## config.mk

```make
export PLATFORM = sky130hd
export DESIGN_NAME = collision_score
export DESIGN_NICKNAME = d
export VERILOG_FILES = /design/src/rtl/collision_score_pkg.sv /design/src/rtl/collision_score_block_tracker.sv /design/src/rtl/collision_score.sv
export SDC_FILE = /design/constraint.sdc
export NUM_CORES = 1
export LEC_CHECK = 0
export ABC_AREA = 1
export BUFFER_PORTS_ARGS = -buffer_cell sky130_fd_sc_hd__buf_2
export CAP_MARGIN = 20
export CORE_MARGIN = 2
export CORE_UTILIZATION = 55
export CTS_CLUSTER_DIAMETER = 150
export CTS_CLUSTER_SIZE = 24
export DETAILED_ROUTE_END_ITERATION = 8
export PLACE_DENSITY = 0.79
export SYNTH_ARGS = -nofsm -noshare
export SYNTH_HDL_FRONTEND = slang
export SYNTH_SLANG_ARGS = --single-unit
```

## constraint.sdc

```tcl
create_clock -name clk -period 7.5 [get_ports clk]
set_input_delay 0.375 -clock clk [delete_from_list [all_inputs] [get_ports clk]]
set_output_delay 0.375 -clock clk [all_outputs]
set_load 0.005 [all_outputs]
```

## src/rtl/collision_score_pkg.sv

```systemverilog
// collision_score_pkg: scene encodings, FSM states and block position constants shared with the block generator
package collision_score_pkg;
    localparam logic [1:0] SCN_IDLE = 2'b00;
    localparam logic [1:0] SCN_PLAY = 2'b01;
    localparam logic [1:0] SCN_OVER = 2'b10;
    localparam logic [9:0] BLK_LAND_POS = 10'd410;
    localparam logic [9:0] BLK_PARK_POS = 10'd482;
    localparam logic [9:0] BLK_IDLE_PARK = 10'd481;
    typedef enum logic [1:0] {S_IDLE, S_PLAY, S_INVUL, S_OVER} state_t;
endpackage

```

## src/rtl/collision_score_block_tracker.sv

```systemverilog
// collision_score_block_tracker: per-slot hit/dodge pulse generation with a once-per-fall hit latch
module collision_score_block_tracker #(
    parameter logic [9:0] HIT_LO = 10'd350,
    parameter logic [9:0] HIT_HI = 10'd400,
    parameter logic [9:0] LAND_POS = 10'd410,
    parameter logic [9:0] PARK_POS = 10'd482
) (
    input  logic       clk,
    input  logic       rst,
    input  logic       clr,
    input  logic [9:0] pos,
    input  logic [1:0] lane,
    input  logic [1:0] player_lane,
    output logic       hit,
    output logic       dodge
);
    logic [9:0] prev_pos;
    logic       hit_flag;

    always_comb begin
        hit = pos <= LAND_POS && pos >= HIT_LO && pos <= HIT_HI && lane == player_lane && !hit_flag;
        dodge = prev_pos == LAND_POS && pos == PARK_POS && !hit_flag;
    end

    // the latch holds until the block parks so a block costs at most one life and scores nothing once hit
    always_ff @(posedge clk or posedge rst)
        if (rst) begin
            prev_pos <= '0;
            hit_flag <= 1'b0;
        end else begin
            prev_pos <= pos;
            hit_flag <= clr || pos == PARK_POS ? 1'b0 : hit_flag | hit;
        end
endmodule

```

## src/rtl/collision_score.sv

```systemverilog
// collision_score: collision detection, lives/score keeping and game scene FSM
// Optional HISCORE_EN adds a hiscore output captured on entry to game over.
module collision_score
    import collision_score_pkg::*;
#(
    parameter int          NUM_BLK = 6,
    parameter logic [9:0]  HIT_LO = 10'd350,
    parameter logic [9:0]  HIT_HI = 10'd400,
    parameter logic [9:0]  LAND_POS = BLK_LAND_POS,
    parameter logic [9:0]  PARK_POS = BLK_PARK_POS,
    parameter logic [1:0]  LIVES = 2'd3,
    parameter logic [23:0] INVUL_CYC = 24'd12_500_000,
    parameter logic [13:0] SCORE_MAX = 14'd9999
) (
    input  logic                   clk,
    input  logic                   rst,
    input  logic                   start,
    input  logic [1:0]             player_lane,
    input  logic [10*NUM_BLK-1:0]  pos_blocks,
    input  logic [2*NUM_BLK-1:0]   blocks,
    output logic [1:0]             scene,
    output logic [1:0]             lives,
    output logic [13:0]            score,
    output logic                   hit_flash
`ifdef HISCORE_EN
    ,output logic [13:0]           hiscore
`endif
);
    localparam int CW = $clog2(NUM_BLK + 1);

    logic [10*NUM_BLK-1:0] pos_q;
    logic [2*NUM_BLK-1:0]  lane_q;
    logic [NUM_BLK-1:0]    hit, dodge;
    logic [CW-1:0]         dodge_cnt;
    logic [13:0]           sum, score_nxt;
    logic [23:0]           invul_cnt;
    logic                  load, live;
    state_t                state, state_nxt;

    always_ff @(posedge clk or posedge rst)
        if (rst) begin
            pos_q <= '0;
            lane_q <= '0;
        end else begin
            pos_q <= pos_blocks;
            lane_q <= blocks;
        end

    for (genvar i = 0; i < NUM_BLK; i++) begin : g_trk
        collision_score_block_tracker #(
            .HIT_LO(HIT_LO), .HIT_HI(HIT_HI), .LAND_POS(LAND_POS), .PARK_POS(PARK_POS)
        ) u_trk (
            .clk(clk), .rst(rst), .clr(load),
            .pos(pos_q[10*i+:10]), .lane(lane_q[2*i+:2]), .player_lane(player_lane),
            .hit(hit[i]), .dodge(dodge[i])
        );
    end

    always_comb begin
        load = start && (state == S_IDLE || state == S_OVER);
        live = state == S_PLAY || state == S_INVUL;
        dodge_cnt = '0;
        for (int j = 0; j < NUM_BLK; j++) dodge_cnt = dodge_cnt + CW'(dodge[j]);
        sum = score + 14'(dodge_cnt);
        score_nxt = load ? '0 : !live ? score : sum > SCORE_MAX ? SCORE_MAX : sum;
    end

    always_ff @(posedge clk or posedge rst)
        if (rst) state <= S_IDLE;
        else state <= state_nxt;

    // simultaneous hits collapse into one life through the OR-reduction
    always_comb begin
        state_nxt = state;
        case (state)
            S_IDLE, S_OVER: if (start) state_nxt = S_PLAY;
            S_PLAY:  if (|hit) state_nxt = lives == 2'd1 ? S_OVER : S_INVUL;
            S_INVUL: if (invul_cnt == '0) state_nxt = S_PLAY;
            default: state_nxt = S_IDLE;
        endcase
    end

    always_comb begin
        scene = state == S_OVER ? SCN_OVER : live ? SCN_PLAY : SCN_IDLE;
        hit_flash = state == S_INVUL;
    end

    always_ff @(posedge clk or posedge rst)
        if (rst) begin
            lives <= '0;
            score <= '0;
            invul_cnt <= '0;
        end else begin
            score <= score_nxt;
            lives <= load ? LIVES : state == S_PLAY && |hit ? lives - 2'd1 : lives;
            invul_cnt <= state == S_PLAY ? INVUL_CYC - 24'd1 : invul_cnt - 24'(state == S_INVUL);
        end

`ifdef HISCORE_EN
    always_ff @(posedge clk or posedge rst)
        if (rst) hiscore <= '0;
        else if (state_nxt == S_OVER && state != S_OVER && score_nxt > hiscore) hiscore <= score_nxt;
`endif
endmodule

```

==> impl_metrics.env <==
export IMPL_synth_top_family_by_area="simple AND/OR/NAND/NOR gates"
export IMPL_synthTopCellsByArea="dfrtp_1, nand2_1, inv_1"
export IMPL_grt_pass1_wl_mm=23.6
export IMPL_antenna_left=0
export IMPL_start_util=0.557
export IMPL_area_delta_synth_final_pct=17.5
export IMPL_grt_busiest_layer="met2"
export IMPL_regArea_mm2=0.00450
export IMPL_synth_nets=863
export IMPL_fin_crit_sh=0.625
export IMPL_finalSetupViolCount=0
export IMPL_crit_type="register to register"
export IMPL_rows=42
export IMPL_drt_pass1_iter_count=5
export IMPL_antenna_found_initial=0
export IMPL_fp_dieArea_mm2=0.0142
export IMPL_dieHeight_um=119
export IMPL_p_leak_uw=0.00431
export IMPL_totalPowerFinal_uw=2250
export IMPL_nFillCells=1061
export IMPL_worst_pin_slew_ps=925
export IMPL_muxShareOfSynthArea=0
export IMPL_core_mm2=0.0131
export IMPL_timing_final_max_slew_violations=0
export IMPL_cts_tree="built"
export IMPL_cts_max_level=4
export IMPL_maxCapViolCount=0
export IMPL_synthSimpleGateAreaFrac=0.240
export IMPL_worstSetupStartpointType="register"
export IMPL_layout_drive_gt1_share=0.165
export IMPL_finalSetupTns_ps=0
export IMPL_syn_inst=773
export IMPL_timing_slew_headroom=0.383
export IMPL_grt_use_met1=0.269
export IMPL_ios=96
export IMPL_dpl_hpwl_mm=10.2
export IMPL_ys_flop_type="dfrtp_1"
export IMPL_grt_pass1_vias=5208
export IMPL_ys_warn_count=0
export IMPL_syn_area_per_cell_um2=9.43
export IMPL_finalHoldViolations=0
export IMPL_finalWirelength_mm=13.9
export IMPL_grt_usage=0.213
export IMPL_use_met2=0.356
export IMPL_postCtsSetupRepairBufs=0
export IMPL_crit_arrival_ps=5010
export IMPL_route_detailed_drc=0
export IMPL_antennaDiodeCount=0
export IMPL_fmax_ghz=0.213
export IMPL_synth_top_cell_area_share=0.618
export IMPL_critPathRequiredTime_ps=7820
export IMPL_worst_slack_ps=2810
export IMPL_fp_dieW_um=119
export IMPL_grt_max_degree=112
export IMPL_fin_skew_ps=10.4
export IMPL_drt_iter0_drc=304
export IMPL_post_route_util=0.655
export IMPL_min_path_type="input pin to register"
export IMPL_cts_hold_buffers=0
export IMPL_power_density_mw_per_mm2=262
export IMPL_synth_most_common_cell="nand2_1"
export IMPL_cts_buffers=17
export IMPL_synth_edf_count=0
export IMPL_clockBufferDepth=2
export IMPL_place_congestion=0.885
export IMPL_dp_slack_ps=2800
export IMPL_placed_area_mm2=0.00795
export IMPL_root_buffer="clkbuf_16"
export IMPL_synth_seq_cells=180
export IMPL_synth_xor_xnor_area_share=0.0166
export IMPL_synthesis_area_mm2=0.00729
export IMPL_cp_max_fo=11
export IMPL_synth_compound_gate_area_share=0.0354
export IMPL_synth_largest_area_cell="dfrtp_1"
export IMPL_ys_seq_area_frac=0.618
export IMPL_async_flop_share=1.00
export IMPL_vias_per_cell=5.05
export IMPL_clock_sinks=180
export IMPL_design_area_mm2=0.00857
export IMPL_wl_per_cell_um=13.0
export IMPL_period_minus_slack_ps=4690
export IMPL_cts_resized=0
export IMPL_synthTopCellsByCount="nand2_1, dfrtp_1, inv_1"
export IMPL_synth_distinct_cells=34
export IMPL_use_met3=0.0532
export IMPL_vias=5389
export IMPL_ir_worst_vdd_mv=0.176
export IMPL_clk_latency_ps=430
export IMPL_multiInputGateArea_mm2=0.00232
export IMPL_overflow=0
export IMPL_cp_end_kind="register"
export IMPL_num_nets_final=969
export IMPL_outcome="complete, no violations"
export IMPL_synth_fa_ha_area_frac=0.0264
export IMPL_rsz0062_at_grt="no"
export IMPL_port_buffers=95
export IMPL_cts_clk_slew_worst_paths_ps=70
[area by class of cell]
cell class              count  share of cell area
repair buffers             96              0.0564
clock buffers              19              0.0529
inverters                 112              0.0497
flip-flops and latches    180               0.526
well taps                 176              0.0257
clock inverters            13              0.0186
multi-input cells         472               0.271
[registers in the layout (all words and copies together) (netlist names)]
register / flops
g_trk.u_trk.prev_pos: 60
pos_q: 60
invul_cnt: 24
score: 14
lane_q: 12
g_trk.u_trk.hit_flag: 6
lives: 2
state: 2
[cell families after synthesis]
logic type / count (synthesis)
and+or+nand+nor: 399
DFF: 180
buffers and inverters: 121
AOI/OAI and AO/OA: 47
xor gates and xnor gates: 13
adders and majority gates: 13
[routing by layer]
metal | vias to the layer above | wire length, um
met1 | 2556 | 5970
met2 | 142 | 7030
met3 | 27 | 633
li1 | 2664 | -
met5 | - | 0
met4 | 0 | 283
[cells in the final DEF, fill, tap and decap left out, types with 17 or more instances in the layout]
master	n
buf_2	95
nand3_1	61
nor2_1	83
a21oi_1	23
nand2_1	184
inv_1	107
dfrtp_1	180
nand4_1	20
clkbuf_16	17
[stage by stage]
| stage | hold WS (ps) | std cells |
|---|---|---|
| CTS | 31.3 | 1068 |
| global route | 25.4 | 1068 |
| finish | 47.1 | 1068 |
| global placement | 356 | 1036 |
| detailed placement | 361 | 1036 |
| floorplan | 354 | 773 |
[path summary, 6_finish.rpt]
| kind | start | cells after the start | slack [ps] | endpoint |
|---|---|---|---|---|
| worst max-delay path | pos_q[9]$_DFF_PP0_ | 21 | 2810 | score[9]$_DFFE_PP0P_ |
| worst min-delay path | blocks[0] | 1 | 50 | lane_q[0]$_DFF_PP0_ |
| worst max register to register | pos_q[9]$_DFF_PP0_ | 21 | 2810 | score[9]$_DFFE_PP0P_ |
| worst min register to register | pos_q[58]$_DFF_PP0_ | 0 | 380 | g_trk[5].u_trk.prev_pos[8]$_DFF_PP0_ |
| max in group asynchronous | rst | 3 | 6000 | invul_cnt[23]$_DFF_PP0_ |
| min in group asynchronous | rst | 2 | 120 | invul_cnt[12]$_DFF_PP0_ |
[power by group]
part / total [uW] / switching (uW) / internal, uW
clock network: 900 / 380 / 520
logic: 275 / 192 / 83.3
registers: 1070 / 38.2 / 1030
total: 2250 / 610 / 1640
[worst max-delay path, stage by stage (launching register included)]
cell	delay, ps
dfrtp_1	410
nor2_1	200
nand2_1	90
nor4_1	190
inv_1	90
nor4_1	510
fa_1	560
fa_1	520
fa_1	490
fa_1	440
nand2_2	110
a21oi_4	80
xnor2_1	130
inv_1	70
nor2_1	100
nand2_1	60
nand2_1	60
nand2_1	50
nand2_2	180
nand2_1	90
nand2_1	70
nand2_1	50
Note: power is estimated with default switching activity, not from simulation.
